### config.mk
export PLATFORM = sky130hd
export DESIGN_NAME = tl_inflight_monitor_flat
export DESIGN_NICKNAME = d
export VERILOG_FILES = /design/src/rtl/tl_inflight_monitor_if.sv /design/src/rtl/tl_inflight_monitor.sv /design/src/flat_wrapper.sv
export SDC_FILE = /design/constraint.sdc
export NUM_CORES = 2
export LEC_CHECK = 0
export BUFFER_PORTS_ARGS = -buffer_cell sky130_fd_sc_hd__buf_2
export CAP_MARGIN = 20
export CELL_PAD_IN_SITES_DETAIL_PLACEMENT = 0
export CELL_PAD_IN_SITES_GLOBAL_PLACEMENT = 1
export CORE_UTILIZATION = 33
export DETAILED_ROUTE_END_ITERATION = 7
export MAX_ROUTING_LAYER = met4
export PLACE_DENSITY = 0.63
export RECOVER_POWER = 50
export SETUP_SLACK_MARGIN = 0.15
export SLEW_MARGIN = 0
export SYNTH_ARGS = -nofsm -noshare
export SYNTH_HDL_FRONTEND = slang
export SYNTH_SLANG_ARGS = --single-unit
export TNS_END_PERCENT = 1
### constraint.sdc
create_clock -name clock -period 10.5 [get_ports clock]
set_input_delay 0.525 -clock clock [delete_from_list [all_inputs] [get_ports clock]]
set_output_delay 0.525 -clock clock [all_outputs]
set_load 0.1 [all_outputs]
### src/rtl/tl_inflight_monitor_if.sv
`default_nettype none
// ============================================================================
// Module   : tl_inflight_monitor_if
// Purpose  : TileLink-UH channel A / channel D signal bundle.
//            master  - requester side (drives A, accepts D)
//            slave   - responder side (accepts A, drives D)
//            monitor - passive observer, every signal is an input
// Signals  : a_valid/a_ready/a_opcode/a_size/a_source/a_address/a_mask
//            d_valid/d_ready/d_opcode/d_size/d_source
// Revision : 1.0 - initial release
// ============================================================================
interface tl_inflight_monitor_if #(
  parameter int SOURCE_BITS = 9,
  parameter int ADDR_BITS   = 32,
  parameter int SIZE_BITS   = 3,
  parameter int DATA_BYTES  = 8
);
  logic                   a_valid;
  logic                   a_ready;
  logic [2:0]             a_opcode;
  logic [SIZE_BITS-1:0]   a_size;
  logic [SOURCE_BITS-1:0] a_source;
  logic [ADDR_BITS-1:0]   a_address;
  logic [DATA_BYTES-1:0]  a_mask;

  logic                   d_valid;
  logic                   d_ready;
  logic [2:0]             d_opcode;
  logic [SIZE_BITS-1:0]   d_size;
  logic [SOURCE_BITS-1:0] d_source;

  modport master (
    output a_valid, a_opcode, a_size, a_source, a_address, a_mask, d_ready,
    input  a_ready, d_valid, d_opcode, d_size, d_source
  );

  modport slave (
    input  a_valid, a_opcode, a_size, a_source, a_address, a_mask, d_ready,
    output a_ready, d_valid, d_opcode, d_size, d_source
  );

  modport monitor (
    input a_valid, a_ready, a_opcode, a_size, a_source, a_address, a_mask,
    input d_valid, d_ready, d_opcode, d_size, d_source
  );
endinterface
`default_nettype wire

### src/rtl/tl_inflight_monitor.sv
`default_nettype none
// ============================================================================
// Module   : tl_inflight_monitor
// Purpose  : Passive TileLink-UH monitor. Tracks one outstanding request per
//            source between channel A and channel D and flags protocol
//            violations (A alignment/opcode/burst stability, D correlation,
//            D size/opcode match, response timeout).
// Ports    : clock, reset_n (async, active low)
//            enable       - 0 freezes all tracking state, no errors raised
//            clear_errors - clears err_sticky on the next edge
//            tl           - monitor view of the A/D channels
//            err_pulse    - one-cycle pulse, cycle after offending fire
//            err_code     - lowest code of the last reported error cycle
//            err_sticky   - bit n-1 set by error code n
//            inflight_cnt - number of sources outstanding
// Revision : 1.0 - initial release
// ============================================================================
module tl_inflight_monitor #(
  parameter int SOURCE_BITS = 9,
  parameter int ADDR_BITS   = 32,
  parameter int SIZE_BITS   = 3,
  parameter int DATA_BYTES  = 8,
  parameter int TIMEOUT     = 1024
) (
  input  logic                   clock,
  input  logic                   reset_n,
  input  logic                   enable,
  input  logic                   clear_errors,
  tl_inflight_monitor_if.monitor tl,
  output logic                   err_pulse,
  output logic [3:0]             err_code,
  output logic [7:0]             err_sticky,
  output logic [SOURCE_BITS:0]   inflight_cnt
);

  localparam int c_lgb      = $clog2(DATA_BYTES);
  localparam int c_max_size = (1 << SIZE_BITS) - 1;
  // Counter must hold the beat count of the largest burst, 2**(max-lgb).
  localparam int c_beat_w   = (c_max_size > c_lgb) ? (c_max_size - c_lgb + 1) : 1;
  localparam int c_nsrc     = 1 << SOURCE_BITS;
  localparam int c_timer_w  = (TIMEOUT > 0) ? $clog2(TIMEOUT + 1) : 1;
  localparam logic [c_timer_w-1:0] c_timer_max  = c_timer_w'(TIMEOUT);
  localparam logic [c_timer_w-1:0] c_timer_last = c_timer_w'(TIMEOUT - 1);

  function automatic logic [c_beat_w-1:0] beats_of(input logic burst,
                                                    input logic [SIZE_BITS-1:0] size);
    logic [c_beat_w-1:0] b;
    b = c_beat_w'(1);
    if (burst && (int'(size) > c_lgb))
      b = b << (int'(size) - c_lgb);
    return b;
  endfunction

  // Tracking table
  logic [c_nsrc-1:0]      r_busy;
  logic [SIZE_BITS-1:0]   r_exp_size [c_nsrc];
  logic [1:0]             r_exp_op   [c_nsrc];

  // Channel A burst tracking and captured first-beat fields
  logic [c_beat_w-1:0]    r_a_cnt;
  logic [c_beat_w-1:0]    r_a_total;
  logic [2:0]             r_cap_op;
  logic [SIZE_BITS-1:0]   r_cap_size;
  logic [SOURCE_BITS-1:0] r_cap_src;
  logic [ADDR_BITS-1:0]   r_cap_addr;

  // Channel D burst tracking
  logic [c_beat_w-1:0]    r_d_cnt;
  logic [c_beat_w-1:0]    r_d_total;

  logic [c_timer_w-1:0]   r_timer;

  logic                   w_fire_a;
  logic                   w_fire_d;
  logic                   w_a_first;
  logic                   w_a_last;
  logic [c_beat_w-1:0]    w_a_total;
  logic                   w_d_first;
  logic                   w_d_last;
  logic [c_beat_w-1:0]    w_d_total;
  logic                   w_d_busy;
  logic                   w_retire;
  logic                   w_a_busy_eff;
  logic                   w_alloc;
  logic                   w_alloc_new;
  logic                   w_misalign;
  logic                   w_unstable;
  logic                   w_timer_clr;
  logic                   w_timeout;
  logic [1:0]             w_a_exp_op;
  logic [7:0]             w_err;
  logic [3:0]             w_code;
  logic                   w_unused;

  assign w_unused  = ^tl.a_mask;

  assign w_fire_a  = enable & tl.a_valid & tl.a_ready;
  assign w_fire_d  = enable & tl.d_valid & tl.d_ready;

  // Burst length is fixed by the first beat and held for the rest.
  assign w_a_first = (r_a_cnt == '0);
  assign w_a_total = w_a_first ? beats_of(tl.a_opcode <= 3'd3, tl.a_size) : r_a_total;
  assign w_a_last  = ((r_a_cnt + c_beat_w'(1)) == w_a_total);

  assign w_d_first = (r_d_cnt == '0);
  assign w_d_total = w_d_first ? beats_of(tl.d_opcode == 3'd1, tl.d_size) : r_d_total;
  assign w_d_last  = ((r_d_cnt + c_beat_w'(1)) == w_d_total);

  // D sees the table as it was at the start of the cycle; A sees it after
  // this cycle's retire so a same-cycle retire+allocate is legal.
  assign w_d_busy     = r_busy[tl.d_source];
  assign w_retire     = w_fire_d & w_d_last & w_d_busy;
  assign w_a_busy_eff = r_busy[tl.a_source] & ~(w_retire & (tl.d_source == tl.a_source));
  assign w_alloc      = w_fire_a & w_a_first;
  assign w_alloc_new  = w_alloc & ~w_a_busy_eff;

  assign w_misalign = |(tl.a_address & ~({ADDR_BITS{1'b1}} << tl.a_size));
  assign w_unstable = (tl.a_opcode  != r_cap_op)   | (tl.a_size    != r_cap_size) |
                      (tl.a_source  != r_cap_src)  | (tl.a_address != r_cap_addr);

  assign w_timer_clr = w_fire_d | (inflight_cnt == '0);
  assign w_timeout   = enable & (TIMEOUT != 0) & ~w_timer_clr & (r_timer == c_timer_last);

  always_comb begin
    w_a_exp_op = 2'd0;
    case (tl.a_opcode)
      3'd2, 3'd3, 3'd4: w_a_exp_op = 2'd1;
      3'd5:             w_a_exp_op = 2'd2;
      default:          w_a_exp_op = 2'd0;
    endcase
  end

  assign w_err = {
    w_timeout,
    w_fire_d & w_d_first & w_d_busy & (tl.d_opcode != {1'b0, r_exp_op[tl.d_source]}),
    w_fire_d & w_d_first & w_d_busy & (tl.d_size != r_exp_size[tl.d_source]),
    w_fire_d & ~w_d_busy,
    w_fire_a & ~w_a_first & w_unstable,
    w_alloc & (tl.a_opcode > 3'd5),
    w_alloc & w_a_busy_eff,
    w_alloc & w_misalign
  };

  // Lowest set code wins when several errors coincide.
  always_comb begin
    w_code = 4'd0;
    for (int i = 7; i >= 0; i--) begin
      if (w_err[i]) w_code = 4'(i + 1);
    end
  end

  always_ff @(posedge clock or negedge reset_n) begin
    if (!reset_n) begin
      err_pulse    <= 1'b0;
      err_code     <= 4'd0;
      err_sticky   <= 8'h00;
      inflight_cnt <= '0;
      r_busy       <= '0;
      r_a_cnt      <= '0;
      r_a_total    <= '0;
      r_cap_op     <= '0;
      r_cap_size   <= '0;
      r_cap_src    <= '0;
      r_cap_addr   <= '0;
      r_d_cnt      <= '0;
      r_d_total    <= '0;
      r_timer      <= '0;
    end else begin
      err_pulse  <= |w_err;
      if (|w_err) err_code <= w_code;
      err_sticky <= (clear_errors ? 8'h00 : err_sticky) | w_err;

      if (w_fire_a) begin
        r_a_cnt <= w_a_last ? '0 : r_a_cnt + c_beat_w'(1);
        if (w_a_first) begin
          r_a_total  <= w_a_total;
          r_cap_op   <= tl.a_opcode;
          r_cap_size <= tl.a_size;
          r_cap_src  <= tl.a_source;
          r_cap_addr <= tl.a_address;
        end
      end

      if (w_fire_d) begin
        r_d_cnt <= w_d_last ? '0 : r_d_cnt + c_beat_w'(1);
        if (w_d_first) r_d_total <= w_d_total;
      end

      // Allocate is written after retire so it wins on the same source.
      if (w_retire) r_busy[tl.d_source] <= 1'b0;
      if (w_alloc)  r_busy[tl.a_source] <= 1'b1;

      inflight_cnt <= inflight_cnt + {{SOURCE_BITS{1'b0}}, w_alloc_new}
                                   - {{SOURCE_BITS{1'b0}}, w_retire};

      if (enable) begin
        if (w_timer_clr)
          r_timer <= '0;
        else if (r_timer != c_timer_max)
          r_timer <= r_timer + c_timer_w'(1);
      end
    end
  end

  // Entry payload needs no reset: it is only consulted while busy is set.
  always_ff @(posedge clock) begin
    if (w_alloc) begin
      r_exp_size[tl.a_source] <= tl.a_size;
      r_exp_op[tl.a_source]   <= w_a_exp_op;
    end
  end

endmodule
`default_nettype wire

### src/flat_wrapper.sv
// flat-port wrapper written by rule: the top's interface ports become plain ports
module tl_inflight_monitor_flat 
#(
  parameter int SOURCE_BITS = 9,
  parameter int ADDR_BITS   = 32,
  parameter int SIZE_BITS   = 3,
  parameter int DATA_BYTES  = 8,
  parameter int TIMEOUT     = 1024
)
  (clock, reset_n, enable, clear_errors, err_pulse, err_code, err_sticky, inflight_cnt, tl_a_valid, tl_a_ready, tl_a_opcode, tl_a_size, tl_a_source, tl_a_address, tl_a_mask, tl_d_valid, tl_d_ready, tl_d_opcode, tl_d_size, tl_d_source);
  tl_inflight_monitor_if #(.SOURCE_BITS(SOURCE_BITS), .ADDR_BITS(ADDR_BITS), .SIZE_BITS(SIZE_BITS), .DATA_BYTES(DATA_BYTES)) tl_i ();
  input  logic clock;
  input  logic reset_n;
  input  logic enable;
  input  logic clear_errors;
  output logic err_pulse;
  output logic [3:0] err_code;
  output logic [7:0] err_sticky;
  output logic [SOURCE_BITS:0] inflight_cnt;
  input wire logic [$bits(tl_i.a_valid)-1:0] tl_a_valid;
  input wire logic [$bits(tl_i.a_ready)-1:0] tl_a_ready;
  input wire logic [$bits(tl_i.a_opcode)-1:0] tl_a_opcode;
  input wire logic [$bits(tl_i.a_size)-1:0] tl_a_size;
  input wire logic [$bits(tl_i.a_source)-1:0] tl_a_source;
  input wire logic [$bits(tl_i.a_address)-1:0] tl_a_address;
  input wire logic [$bits(tl_i.a_mask)-1:0] tl_a_mask;
  input wire logic [$bits(tl_i.d_valid)-1:0] tl_d_valid;
  input wire logic [$bits(tl_i.d_ready)-1:0] tl_d_ready;
  input wire logic [$bits(tl_i.d_opcode)-1:0] tl_d_opcode;
  input wire logic [$bits(tl_i.d_size)-1:0] tl_d_size;
  input wire logic [$bits(tl_i.d_source)-1:0] tl_d_source;
  assign tl_i.a_valid = tl_a_valid;
  assign tl_i.a_ready = tl_a_ready;
  assign tl_i.a_opcode = tl_a_opcode;
  assign tl_i.a_size = tl_a_size;
  assign tl_i.a_source = tl_a_source;
  assign tl_i.a_address = tl_a_address;
  assign tl_i.a_mask = tl_a_mask;
  assign tl_i.d_valid = tl_d_valid;
  assign tl_i.d_ready = tl_d_ready;
  assign tl_i.d_opcode = tl_d_opcode;
  assign tl_i.d_size = tl_d_size;
  assign tl_i.d_source = tl_d_source;
  tl_inflight_monitor #(.SOURCE_BITS(SOURCE_BITS), .ADDR_BITS(ADDR_BITS), .SIZE_BITS(SIZE_BITS), .DATA_BYTES(DATA_BYTES), .TIMEOUT(TIMEOUT)) u_core (.clock(clock), .reset_n(reset_n), .enable(enable), .clear_errors(clear_errors), .tl(tl_i), .err_pulse(err_pulse), .err_code(err_code), .err_sticky(err_sticky), .inflight_cnt(inflight_cnt));
endmodule
### After elaboration in Yosys (flattened, before gate mapping)

Memories as Yosys holds them, arrays and structs flattened.
Cells that the tools add are included.

* add/subtract/negate cells: 7
* multiply operators: 0
* div/mod/pow operators: 0
* $lt $le $gt $ge: 8
* equality and inequality tests: 16
* shift-type cells: 3
* multiplexer cells: 30
* bitwise logic cells: 37
* reduce and logical (&&, ||, !) cells: 14

Operator list (count)
* 512-bit 2-to-1 mux: 2
* 512-bit AND: 1
* 512-bit inverter: 1
* 512-bit OR: 1
* 1-bit by 32-bit << shifter with 5-bit output, first input constant: 2
* 32-bit AND: 1
* 4-bit 2-to-1 mux: 8
* 32-bit inequality test: 1
* 32-bit inverter: 1
* 32-bit OR reduction: 1
* 32-bit by 3-bit << shifter with 32-bit output, first input constant: 1
* 5-bit 2-to-1 mux: 6
* 1-bit AND: 22
* 11-bit 2-to-1 mux: 2
* 9-bit by 10-bit less-than comparator with 1-bit output, second input constant: 2
* 1-bit binary-select mux with 9-bit select: 2
* 1-bit demux with 9-bit select: 2
* 9-bit by 1-bit greater-or-equal comparator with 1-bit output, second input constant: 2
* 11-bit by 1-bit adder with 11-bit output, second input constant: 1
* 11-bit by 10-bit == test with 1-bit output, second input constant: 1
* 11-bit inequality test, second input constant: 1
* 10-bit by 1-bit adder with 10-bit output: 1
* 5-bit by 1-bit adder with 5-bit output, second input constant: 2
* 5-bit == test: 2
* other kinds (25): 49

* register bits: 613
* latch bits: 0
* memory bits (writable): 2560
* ROM bits: 0
* bits of input ports: 78
* output and inout port bits: 23
* memories: 2

Memory list
* u_core.r_exp_size: depth 512, bits a word 3, rd ports 1, clocked after Yosys merged registers in 0, write ports 1, line tl_inflight_monitor.sv:56 `logic [SIZE_BITS-1:0] r_exp_size [c_nsrc];`
* u_core.r_exp_op: depth 512, bits a word 2, rd ports 1, clocked after Yosys merged registers in 0, write ports 1, line tl_inflight_monitor.sv:57 `logic [1:0] r_exp_op [c_nsrc];`

### Logic depth before layout (Yosys ltp)

* depth after elaboration: 14
* depth in mapped cells: 28
* gate-level depth less buffers: 24

### Worst setup path before layout

Ideal clock, no wire load.

* path kind: input to register
* from: in tl_a_opcode[1]
* to: mem u_core.r_exp_op[0][0] (data pin)
* library setup time: 4.168 ns
* arrival time: 20.328 ns
* path slack: -13.996 ns
* stages: 2
* cell sequence: inv_1 -> o21ai_0

* cells in the longest elaborated chain, start to end: 3
* elaborated cells between the ends (all ways): 6

Ends and longest elaborated chain
* start, declared: line flat_wrapper.sv:22 `input wire logic [$bits(tl_i.a_opcode)-1:0] tl_a_opcode;`
* 3-bit by 2-bit == test with 1-bit output or 3-bit == test (tied branches): line tl_inflight_monitor.sv:126 `case (tl.a_opcode)`
* 3-bit OR reduction: line tl_inflight_monitor.sv:126
* 2-bit case mux with 2 select lines *: line tl_inflight_monitor.sv:126
* net u_core.w_a_exp_op[0]: line tl_inflight_monitor.sv:90 `logic [1:0] w_a_exp_op;`
* end, declared: line tl_inflight_monitor.sv:57

Mark *: on every way through the listed nets, which the timed path passes. The rest lies on a longest branch.

### Worst setup path after layout

* from: in tl_a_size[2]
* to: mem u_core.r_exp_size[226][2] (data pin)

RTL lines
* start, declared: line flat_wrapper.sv:23 `input wire logic [$bits(tl_i.a_size)-1:0] tl_a_size;`
* end, declared: line tl_inflight_monitor.sv:56

Straight into the memory's write port.

==> out/results.txt <==
outcome = complete, but fails checks
violated checks = design-rule violations, negative hold slack, max-capacitance violations, max-slew violations
Switching Fraction = 0.242
arrival time worst endpoint = 8390 ps
initial antenna violation count = 38
Die ar. = 410000 um2
synth unique cells = 97
Mapped Area = 135000 um2
first-pass GRT wire length = 644000 um
routed wire length = 461000 um
Clk pin slew, worst setup/hold paths = 60 ps
Initial Util = 0.331
htree depth = 5
Setup TNS = 0 ps
Max-slew headroom = -2.55
top cells by area, synth = edfxtp_1 57%, mux4_2 12%, dfrtp_1 11%, o21ai_0 3.8%, mux2i_1 3.6%
Final Hold Fails = 1
clk root buf = clkbuf_16
sequential power share = 0.488
largest net degree at the start of global routing = 189
Post-synth top flop = edfxtp_1
TritonCTS clock tree = done
grt total ovfl = 0
Die H = 640 um
Setup crit start = tl_a_size[2]
worst setup path endpoint = u_core.r_exp_size[226][2]
Max Used Layer = met4
Final HPWL DP = 286000 um
crit share post-route = 0.741
Post-Syn Area per Cell = 16.1 um2
fraction of layout cells with a size suffix above 1 = 0.183
later-pin clock latency in the skew report = 970 ps
GRT Overall Usage = 0.227
Required @ worst endpoint = 11110 ps
final worst path period need = 7780 ps
total leakage power = 51.4 nW
Placer Congestion = 0.903
Worst VDD drop = 0.000127 V
# clock sinks = 3173
Wirelength per Cell = 32.6 um
Startpoint Class = input port
Crit. End Element = flop
row cnt = 234
Post-synth EDFFs = 2560
Final nets = 8521
P per Cell Area = 187 nW/um2
DRT antenna net count = 0
RSZ-0062 raised after global routing = no
Setup Fix Bufs, Post-CTS = 0
fin area = 153000 um2
max-cap viol count = 26
R2R Setup Slk = 4310 ps
met1 WL = 184000 um
Seq/Total Area, Yosys = 0.685
DP Area = 141000 um2
Clock Power Share = 0.430
cts bufs inserted = 330
cell taking the most area after synthesis = edfxtp_1
sw power = 6.91 mW
WL met2 = 211000 um
post-synth net total = 8442
Synth Instances = 8337
Worst Clk Skew = 58.3 ps
Slew Limit Fails = 1412
Seq cells post-synth = 3173
CORE AREA = 406000 um2
Layout area overhead = 13.5%
highest clock rate = 129 MHz
vias in the first global route = 81366
Synth top area share = 0.571
DRC viols = 16
type of the most critical hold path = in -> reg
Setup violations, final = 0
Syn. warnings = 0
measured slew at the worst slew-check pin = 5320 ps
Logic pwr share = 0.082
final core utilization = 0.376
clk buf depth = 4
I/O pin total = 101
Async SR Flop Fraction = 0.193
WS Path Type = in -> reg
Via Count = 82220
Crit Path Max Fanout = 81
Internal Pwr Total = 21.6 mW
worst r2r dst = u_core.r_exp_op[479][1]
DRT iter0 DRCs = 11757
WL met3 = 44900 um
Detailed Routing Iterations Pass 1 = 8
worst reg2reg path depth = 9
hold slack = -15.3 ps
reg2reg start = u_core.r_a_cnt[0]
die width = 640 um
drt via density = 5.82
Port Buffer Count = 92
per-layer routing:
metal  GRT usage  vias up
met2       0.342     4598
met4      0.0885        0
met3      0.0492      829
met5           -        -
li1            -    33111
met1       0.300    43682
cell type report:
cell class | count | area [um2]
Clock buffer | 405 | 8770
Sequential cell | 3173 | 92200
Multi-Input combinational cell | 4472 | 39000
Timing Repair Buffer | 395 | 3240
Tap cell | 5428 | 6790
Clock inverter | 200 | 2460
Fill cell | 37578 | 253000
Inverter | 44 | 169
Antenna cell | 21 | 52.6
cells by family (layout without fill, tap and decap cells):
family,after synthesis,in the layout,share of synthesized area
buffers and inverters,692,1044,0.0268
muxes,1218,1218,0.159
xor gates and xnor gates,87,87,0.00566
AOI/OAI and AO/OA,1645,1645,0.0716
DFF,3173,3173,0.685
other,0,21,0
adders and majority gates,27,27,0.00257
and+or+nand+nor,1495,1495,0.0491
sequential cells by signal, summed over array words and instances (netlist names):
signal	flops
u_core.err_code	4
u_core.err_pulse	1
u_core.err_sticky	8
u_core.inflight_cnt	10
u_core.r_a_cnt	5
u_core.r_a_total	5
u_core.r_busy	512
u_core.r_cap_addr	32
u_core.r_cap_op	3
u_core.r_cap_size	3
u_core.r_cap_src	9
u_core.r_d_cnt	5
u_core.r_d_total	5
u_core.r_exp_op	1024
u_core.r_exp_size	1536
u_core.r_timer	11
critical path, cell delays in order:
cell and delay, ps:
clkbuf_1 2220, clkbuf_1 1490, buf_4 900, clkbuf_1 1980
buf_4 860
worst min path at each step:
stage	startpoint	depth (start not counted)	to
after floorplan	reset_n	0	u_core.err_code[0]
after global placement	u_core.r_d_total[2]	2	u_core.r_d_total[2]
after detailed placement	u_core.r_d_total[3]	2	u_core.r_d_total[3]
after CTS	tl_a_opcode[1]	3	u_core.r_cap_op[1]
after global routing	tl_a_opcode[1]	3	u_core.r_cap_op[1]
final	tl_a_opcode[1]	3	u_core.r_cap_op[1]
what timing repair did:
action / CTS / global route
hold endpoints to repair: 111 / 0
resized for setup: 0 / 0
hold buffers: 37 / 0
endpoints found under the setup margin: 0 / 0
synthesized netlist by cell type (29+ instances only):
master    number
a21oi_1       73
a22o_1        29
a22oi_1      283
a31oi_1       34
buf_2        108
buf_4         64
buf_6         56
clkbuf_1     378
dfrtp_1      613
edfxtp_1    2560
inv_1         43
mux2i_1      478
mux4_2       697
nand2_1      452
nand3_1      164
nand4_1       70
nor2_1       600
nor3_1        42
o21ai_0     1032
o21ai_1       37
xnor2_1       46
xor2_1        41
stage by stage:
stage	instances	hold slack [ps]	total power, mW	setup WS (ps)
after CTS	14107	11.5	28.7	4260
after floorplan	8337	229	15.6	1030
final	14138	-15.3	28.5	2720
after detailed placement	13465	470	16.5	3250
after global routing	14130	18.5	29.3	2250
after global placement	13457	457	16.5	3190
placed cells by master, fill, tap and decap left out, drive strengths merged, types with 14 or more instances in the layout:
cell / instances
a211oi: 16
a21oi: 73
a221oi: 26
a22o: 29
a22oi: 283
a31oi: 34
and2: 17
and3: 24
buf: 304
bufinv: 46
clkbuf: 459
clkinv: 126
clkinvlp: 15
dfrtp: 613
diode: 21
dlygate4sd3: 37
edfxtp: 2560
ha: 26
inv: 57
mux2: 17
mux2i: 478
mux4: 723
nand2: 454
nand2b: 15
nand3: 164
nand4: 70
nor2: 602
nor2b: 20
nor3: 42
nor4: 19
o21ai: 1069
o22ai: 15
o31ai: 14
xnor2: 46
xor2: 41
power by group through the flow:
stage,Clock [mW],Combinational (mW),Sequential [mW]
5_1_grt,12.9,2.46,14.0
4_1_cts,12.4,2.33,13.9
2_1_floorplan,0,1.23,14.4
3_3_place_gp,0,2.31,14.2
3_5_place_dp,0,2.32,14.2
6_report,12.3,2.33,13.9
No activity file was read; power rests on OpenSTA's default activity.
